<file path="src/rtl/mux4_collector.sv">
`default_nettype none
// ============================================================================
// Module      : mux4_collector
// Description : Four-lane to one-stream collector. Round-robin arbitration
//               with packet locking: a lane that wins keeps the output until
//               it delivers its last beat. The output is a single registered
//               valid/ready stage carrying data, last flag and a source tag.
// Revision    : 1.0 - initial release
// ============================================================================
module mux4_collector #(
    parameter int WIDTH = 16
) (
    input  logic             clk,
    input  logic             rst_n,
    input  logic [WIDTH-1:0] in0,
    input  logic [WIDTH-1:0] in1,
    input  logic [WIDTH-1:0] in2,
    input  logic [WIDTH-1:0] in3,
    input  logic [3:0]       in_valid,
    input  logic [3:0]       in_last,
    output logic [3:0]       in_ready,
    output logic [WIDTH-1:0] out,
    output logic [1:0]       out_sel,
    output logic             out_last,
    output logic             out_valid,
    input  logic             out_ready,
    output logic             busy
);

    typedef enum logic [0:0] {
        ST_ARB  = 1'b0,
        ST_LOCK = 1'b1
    } state_t;

    state_t           state_q, state_d;
    logic [1:0]       ptr_q, ptr_d;
    logic [1:0]       owner_q, owner_d;

    logic [WIDTH-1:0] out_q;
    logic [1:0]       sel_q;
    logic             last_q;
    logic             valid_q;

    logic             w_load;
    logic             w_gnt_vld;
    logic [1:0]       w_gnt_idx;
    logic [WIDTH-1:0] w_gnt_data;
    logic             w_gnt_last;

    // The output register may take a new beat when empty or being drained.
    assign w_load = !valid_q || out_ready;

    // Grant selection: owner only while locked, else rotating search from ptr.
    always_comb begin
        w_gnt_vld = 1'b0;
        w_gnt_idx = 2'd0;
        if (rst_n && w_load) begin
            if (state_q == ST_LOCK) begin
                w_gnt_vld = in_valid[owner_q];
                w_gnt_idx = owner_q;
            end else begin
                for (int k = 0; k < 4; k++) begin
                    if (!w_gnt_vld && in_valid[ptr_q + 2'(k)]) begin
                        w_gnt_vld = 1'b1;
                        w_gnt_idx = ptr_q + 2'(k);
                    end
                end
            end
        end
    end

    // Data/last mux for the granted lane.
    always_comb begin
        w_gnt_data = in0;
        case (w_gnt_idx)
            2'd0:    w_gnt_data = in0;
            2'd1:    w_gnt_data = in1;
            2'd2:    w_gnt_data = in2;
            default: w_gnt_data = in3;
        endcase
        w_gnt_last = in_last[w_gnt_idx];
    end

    assign in_ready = w_gnt_vld ? (4'b0001 << w_gnt_idx) : 4'b0000;

    // Next-state logic: lock on a non-last beat, release and advance on last.
    always_comb begin
        state_d = state_q;
        ptr_d   = ptr_q;
        owner_d = owner_q;
        if (w_gnt_vld) begin
            if (state_q == ST_ARB) begin
                if (w_gnt_last) begin
                    ptr_d = w_gnt_idx + 2'd1;
                end else begin
                    state_d = ST_LOCK;
                    owner_d = w_gnt_idx;
                end
            end else if (w_gnt_last) begin
                state_d = ST_ARB;
                ptr_d   = owner_q + 2'd1;
            end
        end
    end

    // Arbitration state register.
    always_ff @(posedge clk) begin
        if (!rst_n) begin
            state_q <= ST_ARB;
            ptr_q   <= 2'd0;
            owner_q <= 2'd0;
        end else begin
            state_q <= state_d;
            ptr_q   <= ptr_d;
            owner_q <= owner_d;
        end
    end

    // Output stage: load granted beat, empty when nothing granted, hold otherwise.
    always_ff @(posedge clk) begin
        if (!rst_n) begin
            out_q   <= '0;
            sel_q   <= 2'd0;
            last_q  <= 1'b0;
            valid_q <= 1'b0;
        end else if (w_load) begin
            if (w_gnt_vld) begin
                out_q   <= w_gnt_data;
                sel_q   <= w_gnt_idx;
                last_q  <= w_gnt_last;
                valid_q <= 1'b1;
            end else begin
                valid_q <= 1'b0;
            end
        end
    end

    assign out       = out_q;
    assign out_sel   = sel_q;
    assign out_last  = last_q;
    assign out_valid = valid_q;
    assign busy      = (state_q == ST_LOCK);

endmodule
`default_nettype wire

</file>
<file path="config.mk">
export PLATFORM = sky130hd
export DESIGN_NAME = mux4_collector
export DESIGN_NICKNAME = d
export VERILOG_FILES = /design/src/rtl/mux4_collector.sv
export SDC_FILE = /design/constraint.sdc
export NUM_CORES = 1
export LEC_CHECK = 0
export CAP_MARGIN = 40
export CELL_PAD_IN_SITES_DETAIL_PLACEMENT = 0
export CELL_PAD_IN_SITES_GLOBAL_PLACEMENT = 1
export CORE_AREA = 2 2 89 91
export CTS_CLUSTER_SIZE = 28
export DETAILED_ROUTE_END_ITERATION = 12
export DIE_AREA = 0 0 91 93
export PLACE_DENSITY_LB_ADDON = 0.12
export SYNTH_ARGS = -nofsm -noshare
export SYNTH_HDL_FRONTEND = slang
export SYNTH_SLANG_ARGS = --single-unit
</file>
<file path="constraint.sdc">
create_clock -name clk -period 3.1 [get_ports clk]
set_input_delay 0.93 -clock clk [delete_from_list [all_inputs] [get_ports clk]]
set_output_delay 0.93 -clock clk [all_outputs]
set_load 0.02 [all_outputs]
</file>
Word level (Yosys, flattened, before mapping)
Cells that the tools add are included.

operators by class
  $add $sub $neg = 5
  order comparisons = 6
  equality and inequality tests = 2
  shifts and indexed selects = 1
  muxes and demuxes = 37
  bitwise gates (word level) = 2
  reduce and logical (&&, ||, !) cells = 13

operators with widths
  kind                   count
  $pmux W16 S3           1
  $mux W1                20
  $lt A2 B3 Y1 const B   6
  $mux W2                9
  $bmux W1 S2            6
  $add A2 B1 Y2 const B  3
  $add A2 B2 Y2 const B  2
  $logic_and A1 B1 Y1    4
  $logic_not A1 Y1       4
  $mux W4                1
  $reduce_and A2 Y1      2
  $shl A1 B2 Y4 const A  1
  $reduce_and A3 Y1      1
  $eq A2 B1 Y1 const B   1
  $eq A2 B2 Y1 const B   1
  $logic_not A2 Y1       1
  $not A1 Y1             2
  $logic_or A1 B1 Y1     1

storage, ports and cells
  register bits = 25
  bits of input ports = 75
  output and inout port bits = 25
  logic and storage cells = 73

Longest topological paths before layout
  depth after elaboration = 24
  gate-level depth with buffers = 9
  gate-level depth less buffers = 7

Least setup slack after synthesis
OpenSTA, ideal clock, no wires.

  kind = in2out
  start = input port in_valid[0]
  end = output port in_ready[2]
  arrival = 2300 ps
  required time = 2170 ps
  path slack = -130 ps
  cell stages on the path = 5
  path buffers = 1
  cell sequence = mux4_2 > o211ai_2 > o21bai_1 > buf_2 > nor2b_1

on the way
  longest elaborated chain between the ends = 22
  elaborated cells on any way between the ends = 36
  those cells by class = 1 x shift; 29 x mux; 6 x reduce/logical

ends and longest elaborated chain
  item                           line  source
  start, declared                19    input logic [3:0] in_valid,
  $bmux W1 S2                    63    if (!w_gnt_vld && in_valid[ptr_q + 2'(k)]) begin
  $mux W1 (not written as such)  63
  $mux W1                        63
  $mux W1                        58    if (state_q == ST_LOCK) begin
  $mux W1                        57    if (rst_n && w_load) begin
  $logic_not A1 Y1               63
  $logic_and A1 B1 Y1            63
  $mux W1                        63
  (+6 left out)                  -
  $mux W1                        57
  $logic_not A1 Y1               63
  $logic_and A1 B1 Y1            63
  $mux W2                        63
  $mux W2                        58
  $mux W2                        57
  $shl A1 B2 Y4                  84    assign in_ready = w_gnt_vld ? (4'b0001 << w_gnt_idx) : 4'b0000;
  $mux W4 (*)                    84
  end, declared                  21    output logic [3:0] in_ready,

Every way passes the cells marked *; elsewhere a longest branch is shown, timed or not. The select of a mux whose other input is x is not followed.

Final worst setup path
  start = input port in_valid[0]
  end = output port in_ready[0]

Same word-level chain as after synthesis.

==> metrics.md <==
| Metric | Value |
|---|---|
| Outcome | `finished, violations left` |
| Failing checks | `negative setup slack` |
| Clk_lat worst skew | `0.28 ns` |
| Initial antenna violation count | `0` |
| Unrepaired setup endpoints after global routing | `yes` |
| Congestion Overflow GR | `0` |
| Syn-to-layout area delta | `77.9%` |
| Final Cycle Share | `104%` |
| Vias in the first global route | `1,935` |
| Syn Area/Cell | `9.47 µm²` |
| Fin. max-slew vios | `0` |
| Clock skew | `0.00672 ns` |
| Starting density of the core | `24.0%` |
| Post-layout min period | `3.23 ns` |
| LEAKAGE | `1.53 nW` |
| Clock slew at reported path FFs | `0.10 ns` |
| Final antenna-violating net count | `0` |
| Fin nets | `385` |
| Kind of start point of the critical path | `input port` |
| Worst VDD drop | `0.191 mV` |
| Final Wtd Congestion | `0.730` |
| Clk buf depth | `2` |
| Setup TNS | `-0.446 ns` |
| Die Y | `93 µm` |
| Routed WL | `5770 µm` |
| Clock buffer count from CTS | `3` |
| YS warnings | `0` |
| I/O pin total | `100` |
| H-tree levels | `1` |
| HP Class | `register to register` |
| Yosys cell types | `39` |
| Max cap viols | `0` |
| Crit path DAT | `2.30 ns` |
| Diodes inserted | `0` |
| CORE AREA | `7530 µm²` |
| Pin count of the biggest net entering global routing | `40` |
| Via count | `1,910` |
| Post-synthesis sequential area ratio | `27.7%` |
| Critical path peak fanout | `6` |
| Share of layout cells above drive strength 1 | `19.4%` |
| Average vias per placed instance | `4.65` |
| CTS tree | `yes` |
| Die ar. | `8460 µm²` |
| Crit path cell chain | `buf_8, mux4_2, o211ai_4, o21bai_4, and3_4, buf_6` |
| Post-Syn Area | `1810 µm²` |
| Filler Cells Inserted | `788` |
| Iteration-0 DRC Markers | `36` |
| Drt pass-1 iters | `4` |
| Critical Path Sink Type | `output port` |
| DP Wirelength | `4390 µm` |
| Root Driver | `clkbuf_8` |
| Final Worst Setup Slack | `-0.127 ns` |
| PwrDens | `528 nW/µm²` |
| Buffers on Ports | `99` |
| Seq cells post-synth | `25` |
| Required time of the critical path | `2.17 ns` |
| DR DRC count | `0` |
| Post-synthesis cell count | `191` |
| First-pass GRT wire length | `9190 µm` |
| WL per Instance | `14.0 µm` |
| DIE WIDTH | `91 µm` |
| Syn_nets | `266` |
| Critical Path Slowest Stage Cell | `mux4_2` |
| Total power | `1.70 mW` |
| Critical Setup Path Class | `input port to output port` |
| CP max stage delay | `0.52 ns` |
| DP Area | `3030 µm²` |
| Floorplan row count | `32` |
| Slew @ Worst Pin | `0.448 ns` |
| CTS Sinks | `25` |
| Dpl cells | `400` |
| Worst slew margin | `70.1%` |
| GR Util All Layers | `13.4%` |
| Endpoints failing setup | `4` |
| Cell area after layout | `3220 µm²` |
| Final hold viol count | `0` |
| Non-filler cells, final | `411` |
| Fmax | `310 MHz` |
[metrics by stage]
stage / setup WS (ns) / hold slack [ns] / utilization [%]
2_1_floorplan: -0.0310 / 0.496 / -
3_3_place_gp: -1.07 / 0.462 / 40.3
3_5_place_dp: -1.07 / 0.463 / 40.3
4_1_cts: -0.118 / 0.483 / 42.6
5_1_grt: -0.180 / 0.509 / 42.7
6_report: -0.127 / 0.483 / 42.7
[power by group]
group / switching, mW / leakage (nW) / internal, mW
combinational: 0.497 / 1.30 / 0.557
clock: 0.117 / 0.0255 / 0.0903
sequential: 0.0469 / 0.206 / 0.391
[cell usage in the layout (no fill, tap or decap), types with 2 or more instances in the layout]
master / instances
nor2b_4: 2
nor2b_1: 8
nor2_2: 2
xnor2_1: 2
and3_4: 2
a21boi_1: 4
mux2i_1: 45
clkbuf_8: 3
a21oi_1: 5
o211a_1: 13
nand2_1: 9
buf_6: 10
nor2_1: 6
nand2b_1: 5
dlygate4sd2_1: 2
buf_4: 29
mux4_2: 2
clkdlybuf4s50_1: 89
a21boi_0: 2
dfxtp_1: 25
o21ai_0: 5
o221ai_1: 13
o211ai_1: 2
nand2b_4: 3
inv_1: 3
[metal layers]
metal | up-vias | track usage (%) | share of wire [%]
met3 | 5 | 3.46 | 6.9
met5 | - | 0 | 0
met2 | 62 | 24.9 | 51
met1 | 882 | 15.3 | 41
met4 | 0 | 3.03 | 0.92
li1 | 961 | - | -
[worst paths after layout]
path	startpoint	to	slack, ns	cells past startpoint
max	in_valid[0]	in_ready[0]	-0.13	6
min reg2reg	out_last$_SDFFE_PN0P_	out_last$_SDFFE_PN0P_	0.48	2
max reg2reg	ptr_q[1]$_SDFFE_PN0P_	ptr_q[1]$_SDFFE_PN0P_	0.55	10
min	out_last$_SDFFE_PN0P_	out_last$_SDFFE_PN0P_	0.48	2
[cell type report]
| class | count | area (µm²) | area share [%] |
|---|---|---|---|
| inverters | 3 | 11.3 | 0.350 |
| flip-flops and latches | 25 | 500 | 15.6 |
| clock buffers | 3 | 41.3 | 1.28 |
| repair buffers | 131 | 1250 | 39.0 |
| multi-input cells | 146 | 1280 | 39.7 |
| clock inverters | 1 | 5.00 | 0.156 |
| well taps | 102 | 128 | 3.97 |
[cell usage after synthesis (all sizes together)]
cell type  instances  area [µm²]
o2bb2a             1        10.0
nand3              2        15.0
o221ai            13         114
mux2i             45         450
mux4               2        45.0
inv                3        11.3
o31ai              1        7.51
nand2             10        40.0
dfxtp             25         500
a32oi              1        8.76
nor2               8        30.0
nor4               1        12.5
a21boi             6        45.0
o21ai              6        30.0
o211a             13         130
or2                2        12.5
and3               2        12.5
xnor2              2        17.5
a21oi              5        25.0
nor2b             10        62.6
clkbuf             4        15.0
a31oi              1        6.26
a2111o             1        11.3
nand2b             8        50.1
o211ai             3        27.5
a2111oi            1        8.76
o21bai             1        7.51
nor4b              1        8.76
buf               13        92.6
[repair_timing]
action,in CTS,in global routing
pin swaps,4,0
hold buffers,0,0
setup endpoints to repair,16,5
resized for setup,61,2
buffers inserted,7,0
[critical path: cells and delay by family]
family | cells | cell delay, ns
AND/OR/NAND/NOR | 1 | 0.21
buffers and inverters | 2 | 0.21
multiplexers | 1 | 0.52
AO/OA/AOI/OAI | 2 | 0.43
[logic make-up after synthesis]
family	count (synthesis)	synth area share (%)
AOI/OAI and AO/OA	53	23.9
muxes	47	27.4
and+or+nand+nor	44	13.5
DFF	25	27.7
buffers and inverters	20	6.57
xor gates and xnor gates	2	0.969
[sequential cells by signal, summed over array words and instances (netlist names)]
signal,cells
out,16
ptr_q,2
owner_q,2
busy,1
out_last,1
out_sel,2
out_valid,1
Power figures use the tool's default switching activity.
